==> src/rtl/c4_pkg.sv <==
`default_nettype none
// ----------------------------------------------------------------------------
// c4_pkg : board geometry, controller states and column helper for c4_move_ctrl
// rev 1.0
// ----------------------------------------------------------------------------
package c4_pkg;

  localparam int NUM_COLS = 7;
  localparam int NUM_ROWS = 6;
  localparam int COL_W    = 3;
  localparam int BOARD_W  = NUM_ROWS * NUM_COLS;
  localparam int CELLS    = NUM_COLS * NUM_ROWS;
  localparam int CNT_W    = 6;

  localparam logic PLAYER1 = 1'b0;
  localparam logic PLAYER2 = 1'b1;

  typedef enum logic [1:0] {
    IDLE      = 2'd0,
    CHECK     = 2'd1,
    DRAW_WAIT = 2'd2,
    FULL      = 2'd3
  } state_t;

  // Out-of-range column indices return an empty column instead of indexing past the board.
  function automatic logic [NUM_ROWS-1:0] col_slice(input logic [BOARD_W-1:0] onoff,
                                                    input logic [COL_W-1:0]   col);
    logic [NUM_ROWS-1:0] s;
    s = '0;
    for (int i = 0; i < NUM_COLS; i++) begin
      if (col == COL_W'(i)) s = onoff[NUM_ROWS*i +: NUM_ROWS];
    end
    return s;
  endfunction

endpackage
`default_nettype wire

==> src/rtl/c4_move_ctrl_if.sv <==
`default_nettype none
// ----------------------------------------------------------------------------
// c4_move_ctrl_if : move request and VGA draw handshake bundle
// rev 1.0
// ----------------------------------------------------------------------------
interface c4_move_ctrl_if;
  import c4_pkg::*;

  logic             move_valid;
  logic [COL_W-1:0] move_col;
  logic             move_ready;
  logic             illegal_move;
  logic             draw_req;
  logic [COL_W-1:0] draw_col;
  logic [2:0]       draw_row;
  logic             draw_player;
  logic             draw_done;

  modport master (
    input  move_valid, move_col, draw_done,
    output move_ready, illegal_move, draw_req, draw_col, draw_row, draw_player
  );

  modport slave (
    output move_valid, move_col, draw_done,
    input  move_ready, illegal_move, draw_req, draw_col, draw_row, draw_player
  );

endinterface
`default_nettype wire

==> src/rtl/find_vga_row.sv <==
`default_nettype none
// ----------------------------------------------------------------------------
// find_vga_row : maps a column thermometer fill to the row of its top piece
// rev 1.0
// ----------------------------------------------------------------------------
module find_vga_row (
  input  logic [5:0] onoff,
  output logic [2:0] row
);

  always_comb begin
    row = 3'd0;
    case (onoff)
      6'b000001: row = 3'd0;
      6'b000011: row = 3'd1;
      6'b000111: row = 3'd2;
      6'b001111: row = 3'd3;
      6'b011111: row = 3'd4;
      6'b111111: row = 3'd5;
      default:   row = 3'd0;
    endcase
  end

endmodule
`default_nettype wire

==> src/rtl/c4_move_ctrl.sv <==
`default_nettype none
// ----------------------------------------------------------------------------
// c4_move_ctrl : legality check, board update and draw sequencing per move
// rev 1.0
// ----------------------------------------------------------------------------
module c4_move_ctrl
  import c4_pkg::*;
(
  input  logic                 clk,
  input  logic                 resetn,
  input  logic                 new_game,
  c4_move_ctrl_if.master       bus,
  output logic                 cur_player,
  output logic [BOARD_W-1:0]   col_onoff,
  output logic                 board_full
);

  state_t               state_q, state_d;
  logic [COL_W-1:0]     col_q, col_d;
  logic [BOARD_W-1:0]   onoff_q, onoff_d;
  logic                 player_q, player_d;
  logic [CNT_W-1:0]     count_q, count_d;
  logic                 illegal_q, illegal_d;
  logic                 draw_req_q, draw_req_d;
  logic [COL_W-1:0]     draw_col_q, draw_col_d;
  logic [2:0]           draw_row_q, draw_row_d;
  logic                 draw_player_q, draw_player_d;

  logic [NUM_ROWS-1:0]  sel_col;
  logic [NUM_ROWS-1:0]  new_col;
  logic [2:0]           new_row;
  logic                 legal;

  assign sel_col = col_slice(onoff_q, col_q);
  assign new_col = {sel_col[NUM_ROWS-2:0], 1'b1};
  assign legal   = (int'(col_q) < NUM_COLS) && !sel_col[NUM_ROWS-1];

  find_vga_row u_find_vga_row (
    .onoff (new_col),
    .row   (new_row)
  );

  always_ff @(posedge clk or negedge resetn) begin
    if (!resetn) begin
      state_q       <= IDLE;
      col_q         <= '0;
      onoff_q       <= '0;
      player_q      <= PLAYER1;
      count_q       <= '0;
      illegal_q     <= 1'b0;
      draw_req_q    <= 1'b0;
      draw_col_q    <= '0;
      draw_row_q    <= '0;
      draw_player_q <= 1'b0;
    end else begin
      state_q       <= state_d;
      col_q         <= col_d;
      onoff_q       <= onoff_d;
      player_q      <= player_d;
      count_q       <= count_d;
      illegal_q     <= illegal_d;
      draw_req_q    <= draw_req_d;
      draw_col_q    <= draw_col_d;
      draw_row_q    <= draw_row_d;
      draw_player_q <= draw_player_d;
    end
  end

  always_comb begin
    state_d       = state_q;
    col_d         = col_q;
    onoff_d       = onoff_q;
    player_d      = player_q;
    count_d       = count_q;
    illegal_d     = 1'b0;
    draw_req_d    = draw_req_q;
    draw_col_d    = draw_col_q;
    draw_row_d    = draw_row_q;
    draw_player_d = draw_player_q;

    if (new_game) begin
      state_d       = IDLE;
      col_d         = '0;
      onoff_d       = '0;
      player_d      = PLAYER1;
      count_d       = '0;
      draw_req_d    = 1'b0;
      draw_col_d    = '0;
      draw_row_d    = '0;
      draw_player_d = 1'b0;
    end else begin
      case (state_q)
        IDLE: begin
          if (bus.move_valid) begin
            col_d   = bus.move_col;
            state_d = CHECK;
          end
        end
        CHECK: begin
          if (legal) begin
            for (int i = 0; i < NUM_COLS; i++) begin
              if (col_q == COL_W'(i)) onoff_d[NUM_ROWS*i +: NUM_ROWS] = new_col;
            end
            draw_req_d    = 1'b1;
            draw_col_d    = col_q;
            draw_row_d    = new_row;
            draw_player_d = player_q;
            state_d       = DRAW_WAIT;
          end else begin
            illegal_d = 1'b1;
            state_d   = IDLE;
          end
        end
        DRAW_WAIT: begin
          if (bus.draw_done) begin
            draw_req_d = 1'b0;
            player_d   = ~player_q;
            count_d    = count_q + 1'b1;
            state_d    = (count_q == CNT_W'(CELLS - 1)) ? FULL : IDLE;
          end
        end
        FULL: begin
          state_d = FULL;
        end
        default: state_d = IDLE;
      endcase
    end
  end

  assign bus.move_ready   = (state_q == IDLE);
  assign bus.illegal_move = illegal_q;
  assign bus.draw_req     = draw_req_q;
  assign bus.draw_col     = draw_col_q;
  assign bus.draw_row     = draw_row_q;
  assign bus.draw_player  = draw_player_q;
  assign cur_player       = player_q;
  assign col_onoff        = onoff_q;
  assign board_full       = (state_q == FULL);

endmodule
`default_nettype wire
==> src/flat_wrapper.sv <==
// flat-port wrapper written by rule: the top's interface ports become plain ports
module c4_move_ctrl_flat import c4_pkg::*;
  (clk, resetn, new_game, cur_player, col_onoff, board_full, bus_move_valid, bus_move_col, bus_draw_done, bus_move_ready, bus_illegal_move, bus_draw_req, bus_draw_col, bus_draw_row, bus_draw_player);
  c4_move_ctrl_if bus_i ();
  input  logic clk;
  input  logic resetn;
  input  logic new_game;
  output logic cur_player;
  output logic [BOARD_W-1:0] col_onoff;
  output logic board_full;
  input wire logic [$bits(bus_i.move_valid)-1:0] bus_move_valid;
  input wire logic [$bits(bus_i.move_col)-1:0] bus_move_col;
  input wire logic [$bits(bus_i.draw_done)-1:0] bus_draw_done;
  output wire logic [$bits(bus_i.move_ready)-1:0] bus_move_ready;
  output wire logic [$bits(bus_i.illegal_move)-1:0] bus_illegal_move;
  output wire logic [$bits(bus_i.draw_req)-1:0] bus_draw_req;
  output wire logic [$bits(bus_i.draw_col)-1:0] bus_draw_col;
  output wire logic [$bits(bus_i.draw_row)-1:0] bus_draw_row;
  output wire logic [$bits(bus_i.draw_player)-1:0] bus_draw_player;
  assign bus_i.move_valid = bus_move_valid;
  assign bus_i.move_col = bus_move_col;
  assign bus_i.draw_done = bus_draw_done;
  assign bus_move_ready = bus_i.move_ready;
  assign bus_illegal_move = bus_i.illegal_move;
  assign bus_draw_req = bus_i.draw_req;
  assign bus_draw_col = bus_i.draw_col;
  assign bus_draw_row = bus_i.draw_row;
  assign bus_draw_player = bus_i.draw_player;
  c4_move_ctrl u_core (.clk(clk), .resetn(resetn), .new_game(new_game), .bus(bus_i), .cur_player(cur_player), .col_onoff(col_onoff), .board_full(board_full));
endmodule
==> config.mk <==
export PLATFORM = sky130hd
export DESIGN_NAME = c4_move_ctrl_flat
export DESIGN_NICKNAME = d
export VERILOG_FILES = /design/src/rtl/c4_pkg.sv /design/src/rtl/c4_move_ctrl_if.sv /design/src/rtl/find_vga_row.sv /design/src/rtl/c4_move_ctrl.sv /design/src/flat_wrapper.sv
export SDC_FILE = /design/constraint.sdc
export NUM_CORES = 1
export LEC_CHECK = 0
export CORE_MARGIN = 2
export CORE_UTILIZATION = 30
export CTS_CLUSTER_DIAMETER = 200
export DETAILED_ROUTE_END_ITERATION = 12
export SLEW_MARGIN = 20
export SYNTH_ARGS = -nofsm -noshare
export SYNTH_HDL_FRONTEND = slang
export SYNTH_SLANG_ARGS = --single-unit
==> constraint.sdc <==
create_clock -name clk -period 3.92 [get_ports clk]
set_input_delay 0.784 -clock clk [delete_from_list [all_inputs] [get_ports clk]]
set_output_delay 0.784 -clock clk [all_outputs]
set_load 0.03 [all_outputs]
==> impl_metrics.csv <==
group,metric,value,unit
sta,holdWs,460,ps
place,io_buffers,61,
sta,slew_viol_final,0,
cts,cts_hold_buf,0,
sta,grt_setup_unrepaired,"false",
pwr,cellLeakagePower,0.00178,uW
route,dr.pass1.iters,5,
sta,worstMarginPinSlew,863,ps
setup_path,cpPeakStageDelay,700,ps
synth,ys.warnings.count,0,
run,max_cap_viol_count,0,
synth,ys.flop_type,"dfrtp_1",
die,start_util,31.2,%
cts,cts_resized,0,
setup_path,path_max_fanout,26,
place,hpwl,6120,um
finish,drive_above_1_share,8.59,%
global_routing,globalRouteTotalUtil,15.8,%
die,num_rows,37,
route,wl_per_cell,16.9,um
place,place_congestion,0.791,
finish,nNetsFinal,389,
pwr,powerDensity,356,nW/um^2
route,drcViolationCount,0,
finish,syn2layout_area_growth,27.3,%
pwr,p_int,1070,uW
route,wirelength,8790,um
synth,synth_edf_count,0,
finish,multiInputGateArea,1520,sq um
die,dieArea,11700,sq um
cts,cts_tree,"done",
global_routing,grt_pass1_wl,14300,um
cts,clkLatencyLatePin,340,ps
die,die_w,108,um
route,drt_iter0_markers,179,
sta,setup_violations,0,
setup_path,end_kind,"flop",
die,pin_count,62,
setup_path,path_delay_family,"simple AND/OR/NAND/NOR gates",
sta,worst_slack,1270,ps
sta,slew_headroom,42.5,%
setup_path,path_cells,"and3_1, a41oi_2, and3_1, nand4_1, mux2i_1, nor2_1",
sta,hold_violations,0,
pwr,combPwrFrac,12.8,%
setup_path,cp_common_cell,"and3_1",
cts,root_buffer,"clkbuf_8",
global_routing,grt_max_degree,65,
setup_path,path_buf_inv,0,
sta,skew,10.9,ps
cts,cts_sinks,63,
cts,clockBufferDepth,2,
die,die_h,108,um
sta,setup_tns,0,ps
die,core_area,10400,sq um
pwr,p_seq_share,46.4,%
setup_path,cp_slowest_cell,"dfrtp_1",
finish,fillerInstances,1051,
sta,max_freq,0.377,GHz
place,place_ws,1290,ps
global_routing,first_global_vias,2663,
cts,cts_buffers,9,
setup_path,arrival,2850,ps
setup_path,cp.required,4120,ps
pwr,ir_worst_vdd,162,uV
cts,cts_setup_buffers,0,
synth,syn-num-nets,336,
pwr,swShare,27.1,%
synth,post_synth.cell_area_avg,9.96,sq um
synth,yosysUniqueCellTypes,55,
finish,seqCellArea,1580,sq um
setup_path,critPathLaunchType,"flop",
synth,ys_async_sr_fraction,100,%
cts,htree_num_levels,3,
route,drt-vias-per-instance,4.98,
finish,layout_common_cells,"dfrtp_1, nor2_1, clkdlybuf4s50_1, mux2i_1, a21oi_1",
finish,antenna_cells,0,
synth,yosysSeqAreaShare,48.5,%
synth,syn_area,3250,sq um
setup_path,criticalPathCategory,"flop to flop",
status,outcome,"complete, no violations",
finish,layout_commonest_cell,"dfrtp_1",
pwr,p_sw,399,uW
pwr,clock_power_share,40.8,%
setup_path,r2r_setup_slack,1270,ps
synth,synth-seq-cells,63,
global_routing,overflow,0,
cts,path_clk_slew,70,ps
route,ant_nets,0,
sta,min_period,2650,ps
global_routing,antenna_found_initial,0,
sta,finalCritPeriodShare,67.6,%
synth,synth_cells,326,
min_path,hold_path_class,"input pin to async pin",
route,routed-via-count,2591,
[final cells by class]
class / count / area share (%)
well taps: 136 / 4.12
clock buffers: 13 / 4.09
inverters: 7 / 0.636
multi-input cells: 233 / 36.7
flip-flops and latches: 63 / 38.1
clock inverters: 3 / 0.969
repair buffers: 65 / 15.4
[state kept, by name (all words and copies together), names as in the netlist, 2 cells and up]
register             flops
u_core.col_q             3
u_core.col_onoff        42
u_core.bus.draw_row      3
u_core.bus.draw_col      3
u_core.count_q           6
u_core.state_q           2
[logic make-up (layout without fill, tap and decap cells)]
group,after synthesis,after routing,share of synthesized area [%]
simple gates,134,134,21.0
xor+xnor,6,6,1.62
buf+inv,30,88,4.78
mux,36,36,11.1
fa+ha+maj,2,2,0.770
flops,63,63,48.5
compound gates,55,55,12.2
[routing by layer]
metal  track usage, %  vias to the layer above  routed length, um
li1                 -                     1236                  -
met1             22.5                     1267               4190
met2             23.6                       78               4050
met3             4.22                       10                453
met4             4.67                        0                 97
met5                0                        -                  0
[through the flow]
step / cell area [sq um] / cells / utilization (%) / power (uW)
after floorplan: 3250 / 326 / - / 818
after global placement: 3920 / 504 / 37.6 / 881
after detailed placement: 3920 / 504 / 37.6 / 883
after CTS: 4130 / 520 / 39.6 / 1480
after global routing: 4130 / 520 / 39.7 / 1540
final: 4130 / 520 / 39.7 / 1470
[synth_stat cells (2+ instances only)]
cell / n / area, sq um
o22ai_1: 3 / 18.8
ha_1: 2 / 25.0
a21oi_1: 24 / 120
o21ba_1: 4 / 40.0
nor2b_1: 4 / 25.0
nor2_1: 61 / 229
nor3_1: 4 / 20.0
buf_6: 2 / 22.5
nand3_1: 7 / 35.0
inv_1: 6 / 22.5
clkbuf_1: 9 / 33.8
and2_1: 5 / 31.3
and3b_1: 4 / 35.0
a22oi_1: 2 / 15.0
nor4_4: 2 / 42.5
o211ai_1: 2 / 15.0
and3_1: 2 / 12.5
xnor2_1: 3 / 26.3
xor2_1: 3 / 26.3
nand4_1: 5 / 31.3
buf_2: 10 / 50.1
or3_1: 2 / 12.5
o21ai_0: 2 / 10.0
a21oi_2: 2 / 17.5
o211a_1: 2 / 20.0
nand3b_1: 4 / 30.0
nand2b_1: 3 / 18.8
mux2i_1: 36 / 360
nand2_1: 23 / 86.3
dfrtp_1: 63 / 1580
[power by group through the flow]
stage	registers (uW)	clock network, uW	logic, uW
after detailed placement	695	0	189
final	682	601	189
after global routing	684	646	206
after global placement	694	0	187
after floorplan	696	0	122
after CTS	682	612	190
[final timing paths]
| path | from | to | depth (start not counted) |
|---|---|---|---|
| worst max-delay path | u_core.col_q[1]$_DFFE_PN0P_ | u_core.col_onoff[15]$_DFFE_PN0P_ | 6 |
| worst min-delay path | resetn | u_core.col_q[1]$_DFFE_PN0P_ | 1 |
| worst max register to register | u_core.col_q[1]$_DFFE_PN0P_ | u_core.col_onoff[15]$_DFFE_PN0P_ | 6 |
| worst min register to register | u_core.bus.draw_player$_DFFE_PN0P_ | u_core.bus.draw_player$_DFFE_PN0P_ | 2 |
| max in group asynchronous | resetn | u_core.bus.draw_player$_DFFE_PN0P_ | 2 |
| min in group clk | u_core.bus.draw_player$_DFFE_PN0P_ | u_core.bus.draw_player$_DFFE_PN0P_ | 2 |
No activity file was read; power rests on OpenSTA's default activity.
